File: src/rtl/watch_set_if.sv
// Signal bundle between the watch mode/sequencing controller and the counter chain.
// Latency: none; wires only.
// Backpressure: none; every signal is a level or a single-cycle strobe.
interface watch_set_if;
    logic       tick_1hz;
    logic       btn_mode;
    logic       btn_inc;
    logic       btn_clr;
    logic       sec_carry;
    logic       min_carry;
    logic       sec_pls;
    logic       min_pls;
    logic       hr_pls;
    logic       sec_clr;
    logic       min_clr;
    logic       hr_clr;
    logic [1:0] mode;

    // Environment side: drives tick, buttons and carries, observes the counter controls.
    modport master (
        output tick_1hz, btn_mode, btn_inc, btn_clr, sec_carry, min_carry,
        input  sec_pls, min_pls, hr_pls, sec_clr, min_clr, hr_clr, mode
    );

    // Controller side.
    modport slave (
        input  tick_1hz, btn_mode, btn_inc, btn_clr, sec_carry, min_carry,
        output sec_pls, min_pls, hr_pls, sec_clr, min_clr, hr_clr, mode
    );
endinterface

File: src/rtl/watch_set_ctrl.sv
// Mode/sequencing controller feeding widened count and clear pulses to the hr/min/sec counters.
// Latency: 1 cycle from tick, button rise or carry to the registered outputs (longer when deferred).
// Backpressure: one increment request is latched while a pulse is busy, extras dropped; clears are deferred, never dropped.
// Optional build macro AUTO_REPEAT_EN adds hold-to-repeat on btn_inc in the set modes.
module watch_set_ctrl #(
    parameter int PLS_W      = 4,         // high width and low gap of each pulse, >= 2
    parameter int REPEAT_DLY = 25000000,  // hold time before auto-repeat starts
    parameter int REPEAT_PER = 5000000    // auto-repeat period
) (
    input  logic       clk,
    input  logic       rst,
    watch_set_if.slave io_ws
);
    localparam int               CNT_W    = (PLS_W > 1) ? $clog2(PLS_W) : 1;
    localparam logic [CNT_W-1:0] CNT_LAST = CNT_W'(PLS_W - 1);

    typedef enum logic [1:0] {
        M_RUN     = 2'd0,
        M_SET_HR  = 2'd1,
        M_SET_MIN = 2'd2,
        M_SET_SEC = 2'd3
    } mode_t;

    typedef enum logic [1:0] {
        G_IDLE = 2'd0,
        G_HIGH = 2'd1,
        G_LOW  = 2'd2
    } gen_t;

    // Button edge detection
    logic r_mode_q, r_inc_q, r_clr_q;
    logic w_mode_rise, w_inc_rise, w_clr_rise;

    // Mode FSM
    mode_t r_mode, w_mode_nxt;
    logic  r_mode_pend, w_mode_pend_nxt, w_mode_adv;

    // Pulse generator
    gen_t             r_gen, w_gen_nxt;
    logic [CNT_W-1:0] r_gen_cnt, w_gen_cnt_nxt;
    logic             r_req_pend, w_req_pend_nxt;
    logic             w_gen_start, w_gen_hi, w_req, w_rep_fire;

    // Clear sequencer; bit order {hr, min, sec}
    logic [2:0]       r_clr_out, r_clr_pend_mask, w_clr_sel, w_clr_start_mask;
    logic [CNT_W-1:0] r_clr_cnt;
    logic             r_clr_pend, w_clr_busy, w_clr_req, w_clr_start;

    // Count outputs and their source locks; bit order {hr, min, sec}
    logic [2:0] r_pls, r_lock, w_src, w_track, w_pls_nxt, w_lock_nxt;

    // Capture previous button levels for rise detection
    always_ff @(posedge clk or negedge rst) begin
        if (!rst) begin
            r_mode_q <= 1'b0;
            r_inc_q  <= 1'b0;
            r_clr_q  <= 1'b0;
        end else begin
            r_mode_q <= io_ws.btn_mode;
            r_inc_q  <= io_ws.btn_inc;
            r_clr_q  <= io_ws.btn_clr;
        end
    end

    assign w_mode_rise = io_ws.btn_mode & ~r_mode_q;
    assign w_inc_rise  = io_ws.btn_inc  & ~r_inc_q;
    assign w_clr_rise  = io_ws.btn_clr  & ~r_clr_q;

`ifdef AUTO_REPEAT_EN
    localparam int REP_MAX = (REPEAT_DLY > REPEAT_PER) ? REPEAT_DLY : REPEAT_PER;
    localparam int REP_W   = $clog2(REP_MAX + 1);

    logic [REP_W-1:0] r_rep_cnt;
    logic             r_rep_on;

    // First repeat after REPEAT_DLY cycles of hold, then every REPEAT_PER cycles
    assign w_rep_fire = io_ws.btn_inc & ~w_inc_rise & (r_mode != M_RUN) &
                        (r_rep_cnt == (r_rep_on ? REP_W'(REPEAT_PER) : REP_W'(REPEAT_DLY)));

    // Hold-time counter, restarted by each rise or repeat and cleared on release or in RUN
    always_ff @(posedge clk or negedge rst) begin
        if (!rst) begin
            r_rep_cnt <= '0;
            r_rep_on  <= 1'b0;
        end else if (!io_ws.btn_inc || r_mode == M_RUN) begin
            r_rep_cnt <= '0;
            r_rep_on  <= 1'b0;
        end else if (w_inc_rise) begin
            r_rep_cnt <= REP_W'(1);
            r_rep_on  <= 1'b0;
        end else if (w_rep_fire) begin
            r_rep_cnt <= REP_W'(1);
            r_rep_on  <= 1'b1;
        end else begin
            r_rep_cnt <= r_rep_cnt + REP_W'(1);
        end
    end
`else
    logic w_unused_rep;
    assign w_rep_fire   = 1'b0;
    assign w_unused_rep = ^{REPEAT_DLY, REPEAT_PER};
`endif

    // Time ticks only in RUN; increments only in the set modes
    assign w_req = (r_mode == M_RUN) ? io_ws.tick_1hz : (w_inc_rise | w_rep_fire);

    // Clear targets for a rise in the current mode
    always_comb begin
        w_clr_sel = 3'b111;
        case (r_mode)
            M_SET_HR:  w_clr_sel = 3'b100;
            M_SET_MIN: w_clr_sel = 3'b010;
            M_SET_SEC: w_clr_sel = 3'b001;
            default:   w_clr_sel = 3'b111;
        endcase
    end

    // A clear only starts with the generator idle and no clear already running
    assign w_clr_busy       = |r_clr_out;
    assign w_clr_req        = w_clr_rise | r_clr_pend;
    assign w_clr_start      = w_clr_req & (r_gen == G_IDLE) & ~w_clr_busy;
    assign w_clr_start_mask = r_clr_pend_mask | (w_clr_rise ? w_clr_sel : 3'b000);

    // Clear pulse sequencer; targets are fixed when the clear is requested
    always_ff @(posedge clk or negedge rst) begin
        if (!rst) begin
            r_clr_out       <= 3'b000;
            r_clr_cnt       <= '0;
            r_clr_pend      <= 1'b0;
            r_clr_pend_mask <= 3'b000;
        end else if (w_clr_start) begin
            r_clr_out       <= w_clr_start_mask;
            r_clr_cnt       <= '0;
            r_clr_pend      <= 1'b0;
            r_clr_pend_mask <= 3'b000;
        end else begin
            if (w_clr_busy) begin
                if (r_clr_cnt == CNT_LAST) r_clr_out <= 3'b000;
                else                       r_clr_cnt <= r_clr_cnt + CNT_W'(1);
            end
            if (w_clr_rise) begin
                r_clr_pend      <= 1'b1;
                r_clr_pend_mask <= r_clr_pend_mask | w_clr_sel;
            end
        end
    end

    // Generator and mode state registers
    always_ff @(posedge clk or negedge rst) begin
        if (!rst) begin
            r_gen       <= G_IDLE;
            r_gen_cnt   <= '0;
            r_req_pend  <= 1'b0;
            r_mode      <= M_RUN;
            r_mode_pend <= 1'b0;
        end else begin
            r_gen       <= w_gen_nxt;
            r_gen_cnt   <= w_gen_cnt_nxt;
            r_req_pend  <= w_req_pend_nxt;
            r_mode      <= w_mode_nxt;
            r_mode_pend <= w_mode_pend_nxt;
        end
    end

    // Generator sequencing, pending-request bookkeeping and deferred mode advance
    always_comb begin
        w_gen_nxt     = r_gen;
        w_gen_cnt_nxt = r_gen_cnt;
        w_gen_start   = 1'b0;
        case (r_gen)
            G_IDLE: begin
                // A clear in flight or about to start goes first; the request waits as pending
                if (~w_clr_busy & ~w_clr_req & (w_req | r_req_pend))
                    w_gen_start = 1'b1;
            end
            G_HIGH: begin
                if (r_gen_cnt == CNT_LAST) begin
                    w_gen_nxt     = G_LOW;
                    w_gen_cnt_nxt = '0;
                end else begin
                    w_gen_cnt_nxt = r_gen_cnt + CNT_W'(1);
                end
            end
            G_LOW: begin
                if (r_gen_cnt == CNT_LAST) begin
                    // Back-to-back restart unless a deferred clear needs an idle slot
                    if ((w_req | r_req_pend) & ~w_clr_req) w_gen_start = 1'b1;
                    else                                   w_gen_nxt   = G_IDLE;
                end else begin
                    w_gen_cnt_nxt = r_gen_cnt + CNT_W'(1);
                end
            end
            default: w_gen_nxt = G_IDLE;
        endcase
        if (w_gen_start) begin
            w_gen_nxt     = G_HIGH;
            w_gen_cnt_nxt = '0;
        end

        // One slot: starting consumes it, anything arriving while it is full is lost
        w_req_pend_nxt = w_gen_start ? 1'b0 : (r_req_pend | w_req);

        // Only switch routing with the generator quiet and no increment owed to the old mode
        w_mode_adv      = (w_mode_rise | r_mode_pend) & (r_gen == G_IDLE) &
                          ~w_gen_start & ~w_req & ~r_req_pend;
        w_mode_nxt      = w_mode_adv ? mode_t'(r_mode + 2'd1) : r_mode;
        w_mode_pend_nxt = ~w_mode_adv & (r_mode_pend | w_mode_rise);
    end

    assign w_gen_hi = (w_gen_nxt == G_HIGH);

    // Route nominal sources; an unlocked output holds until its source matches, so rerouting never makes a falling edge
    always_comb begin
        w_src = r_pls;
        case (r_mode)
            M_RUN:     w_src    = {io_ws.min_carry, io_ws.sec_carry, w_gen_hi};
            M_SET_HR:  w_src[2] = w_gen_hi;
            M_SET_MIN: w_src[1] = w_gen_hi;
            M_SET_SEC: w_src[0] = w_gen_hi;
            default:   w_src    = r_pls;
        endcase
        w_track    = r_lock | ~(w_src ^ r_pls);
        w_pls_nxt  = (w_track & w_src) | (~w_track & r_pls);
        w_lock_nxt = w_mode_adv ? 3'b000 : w_track;
    end

    // Registered count outputs and their lock flags
    always_ff @(posedge clk or negedge rst) begin
        if (!rst) begin
            r_pls  <= 3'b000;
            r_lock <= 3'b111;
        end else begin
            r_pls  <= w_pls_nxt;
            r_lock <= w_lock_nxt;
        end
    end

    assign io_ws.sec_pls = r_pls[0];
    assign io_ws.min_pls = r_pls[1];
    assign io_ws.hr_pls  = r_pls[2];
    assign io_ws.sec_clr = r_clr_out[0];
    assign io_ws.min_clr = r_clr_out[1];
    assign io_ws.hr_clr  = r_clr_out[2];
    assign io_ws.mode    = r_mode;
endmodule
File: src/flat_wrapper.sv
// flat-port wrapper written by rule: the top's interface ports become plain ports
module watch_set_ctrl_flat 
#(
    parameter int PLS_W      = 4,                                                      
    parameter int REPEAT_DLY = 25000000,                                        
    parameter int REPEAT_PER = 5000000                         
)
  (clk, rst, io_ws_tick_1hz, io_ws_btn_mode, io_ws_btn_inc, io_ws_btn_clr, io_ws_sec_carry, io_ws_min_carry, io_ws_sec_pls, io_ws_min_pls, io_ws_hr_pls, io_ws_sec_clr, io_ws_min_clr, io_ws_hr_clr, io_ws_mode);
  watch_set_if io_ws_i ();
  input  logic clk;
  input  logic rst;
  input wire logic [$bits(io_ws_i.tick_1hz)-1:0] io_ws_tick_1hz;
  input wire logic [$bits(io_ws_i.btn_mode)-1:0] io_ws_btn_mode;
  input wire logic [$bits(io_ws_i.btn_inc)-1:0] io_ws_btn_inc;
  input wire logic [$bits(io_ws_i.btn_clr)-1:0] io_ws_btn_clr;
  input wire logic [$bits(io_ws_i.sec_carry)-1:0] io_ws_sec_carry;
  input wire logic [$bits(io_ws_i.min_carry)-1:0] io_ws_min_carry;
  output wire logic [$bits(io_ws_i.sec_pls)-1:0] io_ws_sec_pls;
  output wire logic [$bits(io_ws_i.min_pls)-1:0] io_ws_min_pls;
  output wire logic [$bits(io_ws_i.hr_pls)-1:0] io_ws_hr_pls;
  output wire logic [$bits(io_ws_i.sec_clr)-1:0] io_ws_sec_clr;
  output wire logic [$bits(io_ws_i.min_clr)-1:0] io_ws_min_clr;
  output wire logic [$bits(io_ws_i.hr_clr)-1:0] io_ws_hr_clr;
  output wire logic [$bits(io_ws_i.mode)-1:0] io_ws_mode;
  assign io_ws_i.tick_1hz = io_ws_tick_1hz;
  assign io_ws_i.btn_mode = io_ws_btn_mode;
  assign io_ws_i.btn_inc = io_ws_btn_inc;
  assign io_ws_i.btn_clr = io_ws_btn_clr;
  assign io_ws_i.sec_carry = io_ws_sec_carry;
  assign io_ws_i.min_carry = io_ws_min_carry;
  assign io_ws_sec_pls = io_ws_i.sec_pls;
  assign io_ws_min_pls = io_ws_i.min_pls;
  assign io_ws_hr_pls = io_ws_i.hr_pls;
  assign io_ws_sec_clr = io_ws_i.sec_clr;
  assign io_ws_min_clr = io_ws_i.min_clr;
  assign io_ws_hr_clr = io_ws_i.hr_clr;
  assign io_ws_mode = io_ws_i.mode;
  watch_set_ctrl #(.PLS_W(PLS_W), .REPEAT_DLY(REPEAT_DLY), .REPEAT_PER(REPEAT_PER)) u_core (.clk(clk), .rst(rst), .io_ws(io_ws_i));
endmodule
File: config.mk
export PLATFORM = sky130hd
export DESIGN_NAME = watch_set_ctrl_flat
export DESIGN_NICKNAME = d
export VERILOG_FILES = /design/src/rtl/watch_set_if.sv /design/src/rtl/watch_set_ctrl.sv /design/src/flat_wrapper.sv
export SDC_FILE = /design/constraint.sdc
export NUM_CORES = 1
export LEC_CHECK = 0
export ABC_CLOCK_PERIOD_IN_PS = 1700
export BUFFER_PORTS_ARGS = -buffer_cell sky130_fd_sc_hd__buf_2
export CORE_MARGIN = 2
export CORE_UTILIZATION = 30
export DETAILED_ROUTE_END_ITERATION = 7
export MAX_ROUTING_LAYER = met4
export SLEW_MARGIN = 0
export SYNTH_ARGS = -nofsm -noshare
export SYNTH_HDL_FRONTEND = slang
export SYNTH_SLANG_ARGS = --single-unit
File: constraint.sdc
create_clock -name clk -period 1.7 [get_ports clk]
set_input_delay 0.425 -clock clk [delete_from_list [all_inputs] [get_ports clk]]
set_output_delay 0.425 -clock clk [all_outputs]
set_load 0.01 [all_outputs]
==> impl_metrics.ini <==
[critical_path]
critPathCapture = u_core.r_lock[0]$_DFF_PN1_
source_of_the_critical_timing_path = u_core.r_gen[1]$_DFF_PN0_
critical_path.endpoint_type = register
timing.critical_path.required_ns = 1.90
path_delay_family = compound AO/OA/AOI/OAI gates
worst_path_max_delay_cell = sky130_fd_sc_hd__dfrtp_1
critical_path_cell_by_cell = ha_2 > o21ba_2 > o21ai_4 > o21ai_4 > a211o_1 > and3_1
rr_worst_depth = 6
timing.rr.end = u_core.r_lock[0]$_DFF_PN1_
regToRegStartpoint = u_core.r_gen[1]$_DFF_PN0_
setup.worst_path.class = register to register
top_fanout_value_on_the_critical_path = 4
critPathMaxStageDelay_ns = 0.45
regToRegSetupSlack_ns = -0.05
critPathArrivalTime_ns = 1.94
levels_on_crit_path = 6
cpMostUsedCell = sky130_fd_sc_hd__o21ai_4
cp.buffers_inverters = 0
cp-start-kind = register

[min_path]
timing.hold.worst.class = primary input to async pin

[floorplan]
dieWidth_um = 72.5
io_pins = 16
dieArea_um2 = 5260
floorplan.initialDensity_pct = 31.7
core.rowCount = 24
y_dimension_of_the_die_um = 72.5
design.core.area_um2 = 4440

[yosys]
post_syn_nets = 156
synth_sequential_area_ratio_pct = 46.5
synthTopCellsByArea = sky130_fd_sc_hd__dfrtp_1 41%, sky130_fd_sc_hd__ha_1 8.0%, sky130_fd_sc_hd__dfstp_2 5.6%, sky130_fd_sc_hd__nor2_1 5.3%, sky130_fd_sc_hd__a21oi_1 3.2%
yosysTopAreaCellShare_pct = 40.9
synth_cell_type_count = 38
ys_seq_elements = 26
synth_largest_area_cell = sky130_fd_sc_hd__dfrtp_1
syn-instance-count = 139
total_of_warnings_raised_by_yosys = 0
postSynth.topFlopCell = sky130_fd_sc_hd__dfrtp_1
synth_async_sr_flop_share_pct = 100
synth_area_um2 = 1410
post_synth.cell_area_avg_um2 = 10.1
synth_enable_flop_cells = 0

[clock_tree]
cts-htree-levels = 1
cts.sink_count = 26
path_clk_slew_ns = 0.09
cts_made_buffers = 3
worstSkewPairLatency_ns = 0.27
root_buffer = sky130_fd_sc_hd__clkbuf_8
clk_path_buf_depth = 2
clock_tree_from_tritoncts = done

[finish]
net_count_reported_at_finish = 194
fill_cells = 432
area_growth_syn_to_layout_pct = 33.5
final_common_cell = sky130_fd_sc_hd__dfrtp_1
final_cell_mix = 23 x sky130_fd_sc_hd__dfrtp_1, 20 x sky130_fd_sc_hd__nor2_1, 18 x sky130_fd_sc_hd__buf_4, 15 x sky130_fd_sc_hd__buf_2
drive_gt1_share_pct = 42.0
diodes = 0
ff_latch_area_um2 = 654
multi_input_area_um2 = 847

[sta]
rsz0062_at_grt = true
timing.clock.skew_ns = 0.00669
max_freq_mhz = 573
timing_hold_violations_final = 0
report.final.setup_viol = 3
timing.slew.headroom_pct = 60.8
setup_tns_ns = -0.0583
post-route-min-period_ns = 1.75
fin_ws_ns = -0.0450
maxSlewViolCount = 0
timing.final.crit_share_pct = 103
transition_time_at_the_pin_with_the_least_slew_margin_ns = 0.588

[placement]
dp_hpwl_um = 2440
gp_congestion = 0.778
port-buffer-count = 15

[pwr]
internal-power_mw = 2.19
switching_share_pct = 42.8
clock_power_share_pct = 9.4
seqPwrFrac_pct = 29.4
pwr-share-comb_pct = 61.3
p_leak_nw = 0.833
p_per_area_nw_per_um2 = 2030
vdd_ir_drop_max_uv = 869
power.switching_mw = 1.64
post-layout-total-power_mw = 3.82

[drt]
route.vias.total = 1183
routedWlPerCell_um = 14.8
firstDrtPassIters = 4
initialDrtViolationCount = 31
drt_wl_total_um = 3370
ant_nets = 0
route.detailed.vias_per_inst = 5.19
drc_errors = 0

[global_routing]
global_route.usage.total_pct = 14.2
global_route_wire_length_before_repair_um = 5670
grt_antenna_before_repair = 0
first_global_vias = 1259
global_route.overflow_total = 0
maximum_number_of_pins_on_one_net_before_global_route_repair = 27

[flow_run]
max_cap_viol_count = 0

[outcome]
status = complete, but fails checks
failed_checks = setup timing
==> cell type report <==
type / count / share of cell area, %
tap: 52 / 3.46
inverter: 10 / 2.00
sequential: 26 / 34.8
multi-input combinational: 102 / 45.1
clock buffer: 4 / 2.40
timing repair buffer: 34 / 12.3
==> cells by family after synthesis <==
family / count (synthesis) / share of synthesized area (%)
XOR/XNOR: 2 / 1.24
AND/OR/NAND/NOR: 57 / 21.9
AO/OA/AOI/OAI: 32 / 18.0
multiplexers: 1 / 0.711
adder cells (fa/ha/maj): 9 / 8.00
buffers and inverters: 12 / 3.73
flip-flops: 26 / 46.5
==> Yosys cell counts, types with 2 or more instances <==
library cell and n:
sky130_fd_sc_hd__nor2_1 20, sky130_fd_sc_hd__a311oi_1 2, sky130_fd_sc_hd__a21oi_1 9, sky130_fd_sc_hd__nand3_1 4
sky130_fd_sc_hd__dfstp_2 3, sky130_fd_sc_hd__o22ai_1 3, sky130_fd_sc_hd__nor3b_1 3, sky130_fd_sc_hd__inv_1 10
sky130_fd_sc_hd__nor2b_1 3, sky130_fd_sc_hd__nor3_1 4, sky130_fd_sc_hd__dfrtp_1 23, sky130_fd_sc_hd__a211o_1 3
sky130_fd_sc_hd__o21ai_0 2, sky130_fd_sc_hd__a31oi_1 2, sky130_fd_sc_hd__a41oi_2 2, sky130_fd_sc_hd__a21o_1 2
sky130_fd_sc_hd__nor3_2 2, sky130_fd_sc_hd__and4_1 2, sky130_fd_sc_hd__a22oi_1 2, sky130_fd_sc_hd__nand2_1 10
sky130_fd_sc_hd__ha_1 9, sky130_fd_sc_hd__nand3b_1 2, sky130_fd_sc_hd__xnor2_1 2
==> metrics by stage <==
| stage | setup WS (ns) | util, % | hold slack [ns] | cells | area [um2] |
|---|---|---|---|---|---|
| 6_report | -0.0450 | 42.3 | 0.150 | 228 | 1880 |
| 5_1_grt | -0.104 | 42.3 | 0.190 | 228 | 1880 |
| 4_1_cts | -0.00685 | 40.1 | 0.165 | 225 | 1780 |
| 3_5_place_dp | -0.136 | 36.8 | 0.461 | 216 | 1640 |
| 3_3_place_gp | -0.0201 | 36.8 | 0.449 | 216 | 1640 |
| 2_1_floorplan | -0.00906 | - | 0.129 | 139 | 1420 |
==> metal layers <==
metal | vias up | global-route usage [%] | part of all wire [%]
li1 | 567 | - | -
met1 | 582 | 16.4 | 44
met2 | 24 | 23.6 | 50
met3 | 10 | 2.92 | 3.3
met4 | 0 | 6.38 | 2.7
met5 | - | - | 0
==> repair_timing <==
| item | in CTS | in global routing |
|---|---|---|
| gates resized for setup | 12 | 17 |
| gates cloned | 1 | 0 |
| hold buffers | 0 | 0 |
| pin swaps | 4 | 10 |
| setup buffers | 4 | 3 |
| setup endpoints to repair | 8 | 18 |
==> how the worst min path moves through the flow <==
stage,from,endpoint,slack [ns],depth (start not counted)
global placement,rst,u_core.io_ws.mode[0]$_DFFE_PN0P_,0.45,1
finish,rst,async pin,0.15,1
floorplan,rst,async pin,0.13,0
detailed placement,rst,u_core.io_ws.mode[1]$_DFFE_PN0P_,0.46,1
CTS,rst,u_core.r_clr_out[0]$_DFFE_PN0P_,0.16,1
global route,rst,async pin,0.19,1
==> power by group through the flow <==
stage	registers (mW)	clock network (mW)	logic, mW
CTS	1.10	0.365	2.11
floorplan	1.12	0	1.23
global route	1.15	0.398	2.56
detailed placement	1.11	0	1.87
finish	1.12	0.359	2.34
global placement	1.09	0	1.79
No activity file was read; power rests on OpenSTA's default activity.
